[src/rtl/conv_mac_engine.sv]
// Streaming signed dot-product engine: LANES multiplies per beat, bias add and OUT_W saturation.
// Optional macro CONV_MAC_RELU_EN clamps negative results to zero.
module conv_mac_engine #(
    parameter int DATA_W = 22,
    parameter int WGT_W  = 9,
    parameter int BIAS_W = 9,
    parameter int LANES  = 8,
    parameter int N_TAPS = 800,
    parameter int ACC_W  = 42,
    parameter int OUT_W  = 30
) (
    input  logic                      clk,
    input  logic                      rst_n,
    input  logic                      start,
    input  logic [BIAS_W-1:0]         bias,
    input  logic                      in_valid,
    output logic                      in_ready,
    input  logic [LANES*DATA_W-1:0]   in_data,
    input  logic [LANES*WGT_W-1:0]    in_wgt,
    output logic                      out_valid,
    input  logic                      out_ready,
    output logic [OUT_W-1:0]          out_data,
    output logic                      busy,
    output logic                      sat_flag
);

    localparam int BEATS      = (N_TAPS + LANES - 1) / LANES;
    localparam int LAST_LANES = N_TAPS - (BEATS - 1) * LANES;
    localparam int CNT_W      = (BEATS > 1) ? $clog2(BEATS) : 1;
    localparam int PROD_W     = DATA_W + WGT_W;

    localparam logic signed [ACC_W:0] SAT_MAX = {{(ACC_W-OUT_W+2){1'b0}}, {(OUT_W-1){1'b1}}};
    localparam logic signed [ACC_W:0] SAT_MIN = ~SAT_MAX;

    typedef enum logic [1:0] {IDLE, ACCUM, FINISH, DONE} state_t;

    state_t                   r_state;
    state_t                   w_state_next;
    logic [CNT_W-1:0]         r_beat_cnt;
    logic signed [ACC_W-1:0]  r_acc;
    logic [BIAS_W-1:0]        r_bias;
    logic [OUT_W-1:0]         r_out_data;
    logic                     r_sat;

    logic                     w_beat_acc;
    logic                     w_last_beat;
    logic signed [ACC_W-1:0]  w_lane_term [LANES];
    logic signed [ACC_W-1:0]  w_beat_sum;
    logic signed [ACC_W:0]    w_total;
    logic [OUT_W-1:0]         w_res_data;
    logic                     w_res_sat;

    assign w_beat_acc  = in_valid && in_ready;
    assign w_last_beat = (r_beat_cnt == CNT_W'(BEATS - 1));

    generate
        for (genvar gi = 0; gi < LANES; gi++) begin : g_lane
            logic signed [DATA_W-1:0] w_d;
            logic signed [WGT_W-1:0]  w_w;
            logic signed [PROD_W-1:0] w_p;
            logic signed [ACC_W-1:0]  w_p_ext;
            assign w_d     = in_data[gi*DATA_W +: DATA_W];
            assign w_w     = in_wgt[gi*WGT_W +: WGT_W];
            assign w_p     = w_d * w_w;
            assign w_p_ext = {{(ACC_W-PROD_W){w_p[PROD_W-1]}}, w_p};
            // Lanes past the tap count carry don't-care data on the final beat.
            if (gi >= LAST_LANES) begin : g_tail
                assign w_lane_term[gi] = w_last_beat ? '0 : w_p_ext;
            end else begin : g_full
                assign w_lane_term[gi] = w_p_ext;
            end
        end
    endgenerate

    always_comb begin
        w_beat_sum = '0;
        for (int k = 0; k < LANES; k++) begin
            w_beat_sum = w_beat_sum + w_lane_term[k];
        end
    end

    assign w_total = {r_acc[ACC_W-1], r_acc} + {{(ACC_W+1-BIAS_W){r_bias[BIAS_W-1]}}, r_bias};

    always_comb begin
        w_res_data = w_total[OUT_W-1:0];
        w_res_sat  = 1'b0;
        if (w_total > SAT_MAX) begin
            w_res_data = SAT_MAX[OUT_W-1:0];
            w_res_sat  = 1'b1;
        end else if (w_total < SAT_MIN) begin
            w_res_data = SAT_MIN[OUT_W-1:0];
            w_res_sat  = 1'b1;
        end
`ifdef CONV_MAC_RELU_EN
        if (w_res_data[OUT_W-1]) begin
            w_res_data = '0;
            w_res_sat  = 1'b0;
        end
`endif
    end

    always_ff @(posedge clk or negedge rst_n) begin
        if (!rst_n) begin
            r_state <= IDLE;
        end else begin
            r_state <= w_state_next;
        end
    end

    always_comb begin
        w_state_next = r_state;
        case (r_state)
            IDLE:    if (start) w_state_next = ACCUM;
            ACCUM:   if (w_beat_acc && w_last_beat) w_state_next = FINISH;
            FINISH:  w_state_next = DONE;
            DONE:    if (out_ready) w_state_next = IDLE;
            default: w_state_next = IDLE;
        endcase
    end

    always_comb begin
        in_ready  = (r_state == ACCUM);
        out_valid = (r_state == DONE);
        busy      = (r_state != IDLE);
    end

    always_ff @(posedge clk or negedge rst_n) begin
        if (!rst_n) begin
            r_acc      <= '0;
            r_beat_cnt <= '0;
            r_bias     <= '0;
            r_out_data <= '0;
            r_sat      <= 1'b0;
        end else begin
            if (r_state == IDLE && start) begin
                r_acc      <= '0;
                r_beat_cnt <= '0;
                r_bias     <= bias;
            end
            if (w_beat_acc) begin
                r_acc      <= r_acc + w_beat_sum;
                r_beat_cnt <= w_last_beat ? '0 : r_beat_cnt + 1'b1;
            end
            if (r_state == FINISH) begin
                r_out_data <= w_res_data;
                r_sat      <= w_res_sat;
            end
        end
    end

    assign out_data = r_out_data;
    assign sat_flag = r_sat;

endmodule

[config.mk]
export PLATFORM = sky130hd
export DESIGN_NAME = conv_mac_engine
export DESIGN_NICKNAME = d
export VERILOG_FILES = /design/src/rtl/conv_mac_engine.sv
export SDC_FILE = /design/constraint.sdc
export NUM_CORES = 2
export LEC_CHECK = 0
export BUFFER_PORTS_ARGS = -buffer_cell sky130_fd_sc_hd__buf_2
export CORE_MARGIN = 8
export CORE_UTILIZATION = 45
export DETAILED_ROUTE_END_ITERATION = 10
export PLACE_DENSITY_LB_ADDON = 0.2
export SLEW_MARGIN = 10
export SYNTH_ARGS = -nofsm -noshare
export SYNTH_HDL_FRONTEND = slang
export SYNTH_SLANG_ARGS = --single-unit
[constraint.sdc]
create_clock -name clk -period 23.2 [get_ports clk]
set_clock_uncertainty 0.05 [all_clocks]
set_input_delay 1.16 -clock clk [delete_from_list [all_inputs] [get_ports clk]]
set_output_delay 1.16 -clock clk [all_outputs]
set_load 0.005 [all_outputs]
==> impl_metrics.json <==
{
  "path_clk_slew_ns": 0.09,
  "pre_cts_ws_ns": 12.10,
  "synthFlopType": "dfrtp_1",
  "htree_num_levels": 3,
  "die_y_um": 391,
  "area_delta_synth_final_pct": 4.91,
  "period_share": 0.469,
  "clockBufferDepth": 2,
  "rsz0062_at_grt": "no",
  "drive_gt1_frac": 0.0541,
  "max_stage_delay_ns": 0.70,
  "gp_congestion": 0.962,
  "drc": 0,
  "cap_violations": 0,
  "die_x_um": 391,
  "crit_top_cell": "fa_1",
  "totalWireLength_um": 191000,
  "io_buffers": 295,
  "synth-edff-count": 0,
  "finalCoreUtilization": 0.476,
  "grt_pass1_wl_um": 299000,
  "ys_seq_area_frac": 0.0359,
  "yosys_warnings": 0,
  "synthCells": 6692,
  "hold_start": "r_beat_cnt[6]",
  "holdPathEnd": "r_beat_cnt[6]",
  "gr-usage-all-layers": 0.258,
  "layout_setup_ws_ns": 12.32,
  "regArea_um2": 2280,
  "relSlewSlack": 0.282,
  "cts_setup_buffers": 0,
  "regToRegEndpoint": "r_acc[37]",
  "worstHoldPathCells": 1,
  "die-area_um2": 153000,
  "ys_ff_latch": 91,
  "grt_max_degree": 54,
  "start_kind": "input pin",
  "syn_nets": 9082,
  "dp_hpwl_um": 171000,
  "critPathCaptureType": "register",
  "slowest_stage": "a311oi_1",
  "avgSynthCellArea_um2": 9.48,
  "initialDrtViolationCount": 3155,
  "r2r-start": "r_acc[8]",
  "r2r_setup_slack_ns": 13.95,
  "grt-ovfl-total": 0,
  "period_minus_slack_ns": 10.88,
  "nNetsFinal": 9108,
  "num_io_pins": 296,
  "grt_pass1_vias": 48500,
  "path_max_fanout": 12,
  "setup_tns_ns": 0,
  "clkLatencyLatePin_ns": 0.39,
  "num_vias": 43900,
  "hp-class": "register to register",
  "rows": 137,
  "cts_tree": "done",
  "setup_viol": 0,
  "postCtsHoldBufs": 0,
  "fill_cells": 13500,
  "synthArstFlopShare": 1.00,
  "cts.sinks": 91,
  "start_util": 0.454,
  "reg2regPathDepth": 25,
  "dr.pass1.iters": 6,
  "ant_nets": 0,
  "antenna_found_initial": 56,
  "netlist_area_um2": 63400,
  "coreArea_um2": 140000,
  "worstPathRequired_ns": 23.42,
  "hold_viol_final": 0,
  "cts-root-buf": "clkbuf_16",
  "finalMaxSlewViolations": 0,
  "outcome": "finished clean",
  "avgViaCountPerCell": 5.09,
  "worst_pin_slew_ns": 1.07,
  "worstSetupPathType": "input pin to register",
  "crit_buf_inv": 8,
  "ys_types": 87,
  "cts_buffers": 9,
  "routedWlPerCell_um": 22.1,
  "cts_resized": 0,
  "fmaxAchievable_ghz": 0.0919,
  "cpLargestDelayFamily": "adder cells",
  "multiInputGateArea_um2": 52900,
  "arrival_ns": 11.10
}
## worst register-to-register path: stages (launching register included)
cell      delay [ns]
dfrtp_1         0.54
fa_1            0.53
ha_1            0.32
ha_1            0.22
fa_1            0.51
fa_1            0.56
inv_1           0.12
fa_1            0.52
fa_1            0.52
inv_1           0.06
fa_1            0.54
inv_1           0.08
fa_1            0.48
inv_1           0.05
fa_1            0.44
ha_1            0.34
a211oi_1        0.24
o21ai_0         0.12
a21o_1          0.24
a221o_1         0.36
a311oi_1        0.70
o21ai_1         0.35
a31oi_1         0.50
a21boi_0        0.19
or3_1           0.33
a32o_1          0.26
## cells in the mapped netlist, types with 3 or more instances
library cell	number	area, um2
o221a_1	20	225
inv_1	1888	7090
mux2i_1	3	30.0
or2_2	4	25.0
nand2_1	895	3360
nand3_1	17	85.1
nand2b_1	91	569
nor2b_1	42	263
xor2_1	32	280
xnor2_1	44	385
o21bai_1	9	67.6
clkbuf_1	267	1000
a22o_1	8	70.1
nand4_1	16	100
o211ai_1	7	52.6
mux2_2	11	124
or3_1	6	37.5
o31ai_1	7	52.6
and2_1	600	3750
a2111oi_0	3	26.3
dfrtp_1	91	2280
a21o_1	51	383
o21ai_0	100	500
a211oi_1	14	105
o21ai_1	5	25.0
and3_1	13	81.3
a31o_2	3	26.3
o22ai_1	3	18.8
nor3_1	13	65.1
a21boi_0	4	30.0
o221a_2	10	113
fa_1	1850	37000
o21a_1	13	97.6
a211o_1	3	26.3
nor3b_1	4	30.0
nor2_1	109	409
buf_2	8	40.0
a32o_1	3	30.0
ha_1	278	3480
a31oi_1	17	106
buf_6	3	33.8
a311oi_1	3	26.3
nor4_1	4	25.0
a21oi_1	68	340
## cell usage in the layout (no fill, tap or decap), types with 8 or more instances in the layout
cell	Yosys	routed
o21a_1	13	13
o21ai_0	100	100
dfrtp_1	91	91
a31oi_1	17	17
and2_1	600	600
a22o_1	8	8
o221a_1	20	20
inv_1	1888	1888
o21bai_1	9	9
o221a_2	10	10
nand2b_1	91	91
a21o_1	51	51
xnor2_1	44	44
and3_1	13	13
nand3_1	17	17
nand2_1	895	895
diode_2	0	39
nor2_1	109	109
xor2_1	32	32
nor3_1	13	13
a21oi_1	68	67
clkbuf_16	0	9
a211oi_1	14	14
nand4_1	16	16
buf_2	8	294
fa_1	1850	1850
mux2_2	11	11
nor2b_1	42	42
ha_1	278	278
## sequential cells by signal (all words and copies together), names as in the netlist
register,cells
sat_flag,1
out_data,30
r_bias,9
r_state,2
r_acc,42
r_beat_cnt,7
## worst max-delay path by stage
stage                     from  depth (start not counted)         to  slack [ns]
finish              in_wgt[35]                         30  r_acc[37]       12.32
global route        in_wgt[62]                         29  r_acc[37]       12.02
CTS                 in_wgt[62]                         29  r_acc[37]       12.45
detailed placement  in_wgt[62]                         30  r_acc[37]       12.10
global placement    in_wgt[62]                         30  r_acc[37]       12.16
floorplan            in_wgt[0]                         32  r_acc[37]       13.60
## through the flow
step                      cells  cell area [um2]  hold slack [ns]
final                      8638            66600            0.454
after floorplan            6692            63400            0.400
after detailed placement   8583            66200            0.437
after CTS                  8599            66500            0.451
after global routing       8622            66500            0.494
after global placement     8583            66200            0.422
## logic make-up (layout without fill, tap and decap cells)
group                      count (synthesis)  in the layout  share of synthesized area
and+or+nand+nor                         1831           1831                      0.141
muxes                                     14             14                    0.00243
DFF                                       91             91                     0.0359
xor gates and xnor gates                  76             76                     0.0105
buffers and inverters                   2174           2205                      0.130
AOI/OAI and AO/OA                        378            378                     0.0412
other                                      0             39                          0
adders and majority gates               2128           2128                      0.639
## cell type report
| type | count | area share |
|---|---|---|
| flip-flops and latches | 91 | 0.0342 |
| clock buffers | 9 | 0.00338 |
| inverters | 1889 | 0.107 |
| clock inverters | 7 | 0.00115 |
| diodes | 39 | 0.00147 |
| well taps | 1876 | 0.0353 |
| repair buffers | 300 | 0.0228 |
| multi-input cells | 4427 | 0.795 |
## per-layer routing
layer | up-vias | routed length [um] | track usage
li1 | 19000 | - | -
met1 | 23200 | 78700 | 0.359
met2 | 1419 | 90800 | 0.416
met3 | 246 | 13000 | 0.0363
met4 | 24 | 8050 | 0.0929
met5 | - | 152 | 0
Power is not shown: default switching activity piles up to over one toggle a cycle in this logic, so the estimate is an artifact.
